`config.mk`:
```
export PLATFORM = sky130hd
export DESIGN_NAME = sierpinski_row_gen
export DESIGN_NICKNAME = d
export VERILOG_FILES = /design/src/rtl/sierpinski_row_gen.sv
export SDC_FILE = /design/constraint.sdc
export NUM_CORES = 1
export LEC_CHECK = 0
export ABC_CLOCK_PERIOD_IN_PS = 2300
export CAP_MARGIN = 20
export CORE_MARGIN = 8
export CORE_UTILIZATION = 49
export CTS_CLUSTER_DIAMETER = 50
export DETAILED_ROUTE_END_ITERATION = 10
export PLACE_DENSITY = 0.79
export SLEW_MARGIN = 40
export SYNTH_ARGS = -nofsm -noshare
export SYNTH_HDL_FRONTEND = slang
export SYNTH_SLANG_ARGS = --single-unit
export TNS_END_PERCENT = 30
```
`constraint.sdc`:
```
create_clock -name clk -period 2.3 [get_ports clk]
set_input_delay 0.46 -clock clk [delete_from_list [all_inputs] [get_ports clk]]
set_output_delay 0.46 -clock clk [all_outputs]
set_load 0.005 [all_outputs]
```
`src/rtl/sierpinski_row_gen.sv`:
```
// Pattern-row generator: Fibonacci LFSR, Galois LFSR or rule-90 automaton with start/stop sequencing.
// Define SIERP_CA_WRAP_EN for a toroidal rule-90 boundary (default: null boundary).
module sierpinski_row_gen #(
    parameter int               WIDTH = 8,
    parameter logic [WIDTH-1:0] FTAPS = 8'hB8,
    parameter logic [WIDTH-1:0] GMASK = 8'h1D,
    parameter logic [WIDTH-1:0] SEED  = {{(WIDTH-1){1'b0}}, 1'b1},
    parameter int               CNT_W = 8
) (
    input  logic             clk,
    input  logic             rst_n,
    input  logic             en,
    input  logic             start,
    input  logic             stop,
    input  logic [1:0]       mode,
    input  logic             load,
    input  logic [WIDTH-1:0] seed_in,
    input  logic [CNT_W-1:0] run_len,
    output logic [WIDTH-1:0] row_out,
    output logic             row_valid,
    output logic             busy,
    output logic             done,
    output logic [CNT_W-1:0] row_idx,
    output logic             lockup
);

    // state | meaning
    // IDLE  | waiting for start; load still allowed
    // RUN   | one step per en cycle until run_len steps or stop
    // DONE  | one-cycle done pulse, then back to IDLE
    typedef enum logic [1:0] {IDLE = 2'd0, RUN = 2'd1, DONE = 2'd2} fsm_t;

    fsm_t             state_q, state_d;
    logic [WIDTH-1:0] row_q;
    logic [WIDTH-1:0] step_raw;
    logic [WIDTH-1:0] next_row;
    logic [1:0]       mode_q;
    logic [CNT_W-1:0] len_q;
    logic [CNT_W-1:0] idx_q;
    logic [CNT_W-1:0] idx_inc;
    logic             valid_q;
    logic             lock_q;
    logic             start_acc;
    logic             step;
    logic             lock_hit;

    assign start_acc = (state_q == IDLE) && start;
    // load and stop both suppress the step in the same cycle
    assign step      = (state_q == RUN) && en && !stop && !load;
    assign idx_inc   = idx_q + CNT_W'(1);

    always_comb begin
        step_raw = '0;
        case (mode_q)
            2'b01:   step_raw = {row_q[WIDTH-2:0], 1'b0} ^ (row_q[WIDTH-1] ? GMASK : '0);
`ifdef SIERP_CA_WRAP_EN
            2'b10:   step_raw = {row_q[WIDTH-2:0], row_q[WIDTH-1]} ^ {row_q[0], row_q[WIDTH-1:1]};
`else
            2'b10:   step_raw = {row_q[WIDTH-2:0], 1'b0} ^ {1'b0, row_q[WIDTH-1:1]};
`endif
            default: step_raw = {row_q[WIDTH-2:0], ^(row_q & FTAPS)};
        endcase
    end

    assign lock_hit = (step_raw == '0);
    assign next_row = lock_hit ? SEED : step_raw;

    always_ff @(posedge clk or negedge rst_n) begin
        if (!rst_n) begin
            state_q <= IDLE;
        end else begin
            state_q <= state_d;
        end
    end

    always_comb begin
        state_d = state_q;
        case (state_q)
            IDLE: if (start) state_d = RUN;
            RUN: begin
                if (stop)
                    state_d = IDLE;
                else if (step && (len_q != '0) && (idx_inc == len_q))
                    state_d = DONE;
            end
            DONE:    state_d = IDLE;
            default: state_d = IDLE;
        endcase
    end

    always_comb begin
        busy = 1'b0;
        done = 1'b0;
        case (state_q)
            RUN:     busy = 1'b1;
            DONE:    done = 1'b1;
            default: ;
        endcase
    end

    always_ff @(posedge clk or negedge rst_n) begin
        if (!rst_n) begin
            row_q   <= SEED;
            valid_q <= 1'b0;
            mode_q  <= 2'b00;
            len_q   <= '0;
            idx_q   <= '0;
            lock_q  <= 1'b0;
        end else begin
            valid_q <= step;
            if (load)
                row_q <= (seed_in == '0) ? SEED : seed_in;
            else if (step)
                row_q <= next_row;

            if (start_acc) begin
                mode_q <= mode;
                len_q  <= run_len;
                idx_q  <= '0;
            end else if (step) begin
                idx_q  <= idx_inc;
            end

            if (start_acc || load)
                lock_q <= 1'b0;
            else if (step && lock_hit)
                lock_q <= 1'b1;
        end
    end

    assign row_out   = row_q;
    assign row_valid = valid_q;
    assign row_idx   = idx_q;
    assign lockup    = lock_q;

endmodule

```
# Yosys cells after proc, flatten, opt, wreduce, memory -nomap -nowiden
# Cells that the tools add are included.
# op_classes
add_sub_neg,1
n_eq_ne,7
muxes,16
bitwise_logic,2
reduce_logical,19
# op_table
operator,count
$mux 8,6
$logic_not 8->1,2
$pmux 8 s2,1
$add 8x1->8 const B,1
$eq 8x8->1,1
$reduce_bool 8->1,1
$reduce_xor 8->1,1
$xor 8x5->8,1
$xor 8x7->8,1
$logic_and 1x1->1,7
$mux 2,3
$reduce_bool 2->1,3
$mux 5,1
$eq 2x1->1 const B,2
$eq 2x2->1 const B,2
$mux 1,4
$pmux 2 s2,1
$ne 3x2->1 const B,1
$logic_not 1->1,2
$logic_not 2->1,1
$ne 2x2->1 const B,1
$reduce_and 2->1,1
$logic_or 1x1->1,1
# word_totals
register_bits,30
input_bits,24
output_inout_bits,20
elab_cells,52

# Longest topological paths before layout
# logic_depth
depth_word,9
depth_mapped,8

# Worst setup path before layout
# OpenSTA, ideal clock, no wires.
# synth_timing
path_type,reg2reg
startpoint,reg mode_q[0]
endpoint,reg lock_q (netlist: lockup)
t_arrival_ps,2003
t_required_ps,2224
path_slack_ps,221
path_stages_with_launch,8
path_buffers,1
period_less_slack_ps,2079
cell_sequence,dfrtp_1 > inv_1 > ha_1 > clkbuf_1 > o31a_1 > or4_1 > or4_1 > o21ai_1
# synth_between
elab_chain_cells,5
elab_cells_between_ends,6
# synth_rtl
item,line_no,source
start: declaration,37,logic [1:0] mode_q;
start signal: assignment,117,mode_q <= mode;
$eq 2x2->1 / $eq 2x1->1 (equally long branches),54,case (mode_q)
$pmux 8 s2 (*),54,
$logic_not 8->1 (*),65,assign lock_hit = (step_raw == '0);
$logic_and 1x1->1 (*),126,else if (step && lock_hit)
$reduce_bool 2->1 (no line) (*),-,
end signal: assignment,108,lock_q <= 1'b0;
end signal: assignment,125,lock_q <= 1'b0;
end signal: assignment,127,lock_q <= 1'b1;
end: declaration,42,logic lock_q;
# Mark *: on every way between the ends. The rest lies on a longest branch, timed or not.
# A chain may end at the register's enable or synchronous reset.

# Worst setup path after layout
# layout_timing
startpoint,in stop
endpoint,reg row_q[0] (netlist: row_out[0])
# layout_between
elab_chain_cells,4
# layout_rtl
item,line_no,source
start: declaration,14,"input logic stop,"
$logic_not 1->1,49,assign step = (state_q == RUN) && en && !stop && !load;
$logic_and 1x1->1 (2 in series),49,
$reduce_bool 2->1 (no line),-,
end signal: assignment,112,row_q <= (seed_in == '0) ? SEED : seed_in;
end signal: assignment,114,row_q <= next_row;
end: declaration,34,logic [WIDTH-1:0] row_q;
# No other way between the ends.

==> metrics.cfg <==
[drt]
avgViaCountPerCell = 5.77
routed_wl_microns = 4620
wire_per_inst_microns = 15.9
vias = 1680
final_antenna_net_count = 0
dr.pass1.iters = 4
route.detailed.drc = 0
drt-initial-drc-count = 134

[sta]
whs_ns = 0.490
drv_slew = 0
rsz0062_at_grt = false
hold_viol = 0
clock.fmax_mhz = 440
fin_crit_sh_pct = 98.7
layout_min_cycle_time_ns = 2.27
tightest_slew_ns = 0.431
setup-violations-final = 0
fin_worst_skew_ns = 0.00675
relSlewSlack_pct = 71.1

[floorplanning]
design.core.area_sq_mm = 0.00361
start_util_pct = 50.1
die_height_microns = 76.7
num_rows = 22
die_x_microns = 76.7
pin_count = 44
dieArea_sq_mm = 0.00588

[power_and_ir_drop]
leakagePower_nw = 1.02
p_per_area_mw_per_mm2 = 696
vdd.ir_drop.worst_mv = 0.501

[logic_synthesis]
ys_seq_area_share_pct = 41.6
ys.flop_type = dfrtp_1
yosys_warnings = 0
synthArstFlopShare_pct = 100
synth_edf_count = 0
netlist_area_sq_mm = 0.00181
synth.avg_cell_area_sq_um = 9.55
synth-seq-cells = 30
synth.distinct_cells = 47
syn_inst = 189
syn_nets = 216

[critical_path]
r2r_setup_slack_ns = 0.05
crit_top_cell = or4_4
r2r_start = mode_q[0]
crit_path_max_incr_delay_ns = 0.50
start_kind = input pin
r2r-end = row_out[0]
required_ns = 2.51
critical_path_cell_count = 6
crit_family = simple AND/OR/NAND/NOR gates
crit_path_end_kind = flip-flop
cp_slowest_cell = or4_4
cp-startpoint = stop
path_cells = clkdlybuf4s50_1, nand4bb_4, or2_4, or4_4, or4_4, o21ai_1
path_max_fanout = 2
worst_ep_arrival_time_ns = 2.48
worst-path-buf-inv = 1
rr_worst_depth = 7
path_class = in2reg

[hold_path]
min_from = lockup
hold_path_class = reg2reg
whs_endpoint = lockup
hold_depth = 2

[finish]
design_area_sq_mm = 0.00252
fillers = 276
n_antenna_cell = 0
drive_gt1_share_pct = 17.7
finalNonFillerCells = 291
final-seq-area_sq_um = 752
multi_input_area_sq_mm = 0.00104
nets = 269
area_growth_syn_to_layout_pct = 39.4

[grt]
grt_overflow_total = 0
grt_max_degree = 31
antenna_found_initial = 0
track_usage_pct = 16.1
grt_pass1_wl_microns = 7880
grt_pass1_vias = 1681

[clock_network]
cts_root_buffer = clkbuf_8
worstSkewPairLatency_ns = 0.29
cts_setup_buffers = 0
numCtsBuffers = 5
htreeDepth = 2
cts_tree = yes
cts.sinks = 30
clk_pin_slew_ns = 0.06
clockBufferDepth = 2

[placement]
portBuffers = 43
postPlaceCellArea_sq_mm = 0.00236
gp_congestion = 0.885
dpl.hpwl_microns = 3270
place_inst = 283

[run]
maxCapViolations = 0

[status]
outcome = finished clean

## timing repair
action | 4_1_cts | 5_1_grt
endpoints found under the setup margin | 1 | 2
gates resized for setup | 1 | 7
hold buffers | 0 | 0
pin swaps | 0 | 2
gates cloned | 0 | 0
## placed cells by master (no fill, tap or decap), types with 2 or more instances in the layout
master,netlist,layout
dfrtp_1,29,29
nand3_1,4,4
a31oi_1,5,5
a22oi_1,2,2
nor3b_1,3,2
nand2_1,17,17
a221o_1,5,5
or4_4,0,2
nor2b_1,5,5
o21ai_1,2,2
o21ai_0,16,15
xnor2_1,10,10
a211oi_1,4,4
a22o_1,3,3
buf_4,0,14
o21a_1,2,2
xor2_1,4,4
nor4_1,2,2
nor2_1,10,10
o31ai_1,3,3
and2_1,2,2
clkinv_2,0,2
clkbuf_8,0,5
nand3b_1,2,2
nand2b_1,2,2
mux2_2,11,11
clkdlybuf4s50_1,0,43
inv_1,6,6
a21oi_1,3,3
a222oi_1,2,2
## worst max path at each step
stage                 endpoint  slack [ns]
floorplan               lockup        0.22
global placement        lockup       -0.13
detailed placement      lockup       -0.22
CTS                     lockup        0.02
global route            lockup       0.002
finish              row_out[0]        0.03
## where the power goes
part	switching (mW)	internal [mW]
clock network	0.203	0.318
registers	0.0796	0.593
logic	0.246	0.312
## state kept, by name, summed over array words and instances (netlist names)
signal,flops
len_q,8
row_idx,8
state_q,2
lockup,1
mode_q,2
row_valid,1
row_out,8
## worst register-to-register path: stages (launching register included)
cell	delay (ns)
dfrtp_1	0.38
inv_1	0.12
ha_4	0.23
buf_4	0.14
o31a_1	0.24
or4_4	0.47
or4_4	0.44
o21ai_1	0.15
## cell usage after synthesis, types with 2 or more instances
cell	instances	area share, %
nor2b_1	5	1.7
nand3b_1	2	0.83
dfrtp_1	29	40
a221o_1	5	2.8
inv_1	6	1.2
o31ai_1	3	1.2
a21oi_1	3	0.83
o21ai_1	2	0.55
nand4bb_1	2	1.2
a31oi_1	5	1.7
nand2b_1	2	0.69
nand3_1	4	1.1
and2_1	2	0.69
xor2_1	4	1.9
nor2_1	10	2.1
nand2_1	17	3.5
o21ai_0	16	4.4
a222oi_1	2	1.1
a22oi_1	2	0.83
xnor2_1	10	4.9
mux2_2	11	6.9
nor4_1	2	0.69
a211oi_1	4	1.7
or4_1	3	1.2
o21a_1	2	0.83
nor3b_1	3	1.2
ha_1	3	2.1
clkbuf_1	9	1.9
a22o_1	3	1.5
## metal layers
layer  GRT usage, %  routed length [microns]
met5              0                        0
met4           8.65                      104
met3           4.55                      301
met2           24.7                     2180
met1           19.8                     2030
## logic make-up after synthesis
kind of cell    share of synthesized area [%]
simple gates                             18.7
compound gates                           20.2
flops                                    41.6
buf+inv                                  3.67
xor+xnor                                 6.79
mux                                      6.86
fa+ha+maj                                2.08
## metrics by stage
step	setup TNS [ns]	utilization (%)	setup slack, ns	power (mW)
after floorplan	0	-	0.221	0.982
after global placement	-0.250	65.5	-0.133	1.19
after detailed placement	-0.680	65.5	-0.217	1.20
after CTS	0	68.6	0.0183	1.73
after global routing	0	69.8	0.00217	1.85
final	0	69.8	0.0295	1.75
## layout make-up
cell class                      count  area share, %
Clock buffer                        5           2.73
Clock inverter                      3           1.59
Inverter                            6          0.895
Multi-Input combinational cell    142           41.2
Sequential cell                    30           29.9
Tap cell                           48           2.39
Timing Repair Buffer               57           21.3
No activity file was read; power rests on OpenSTA's default activity.
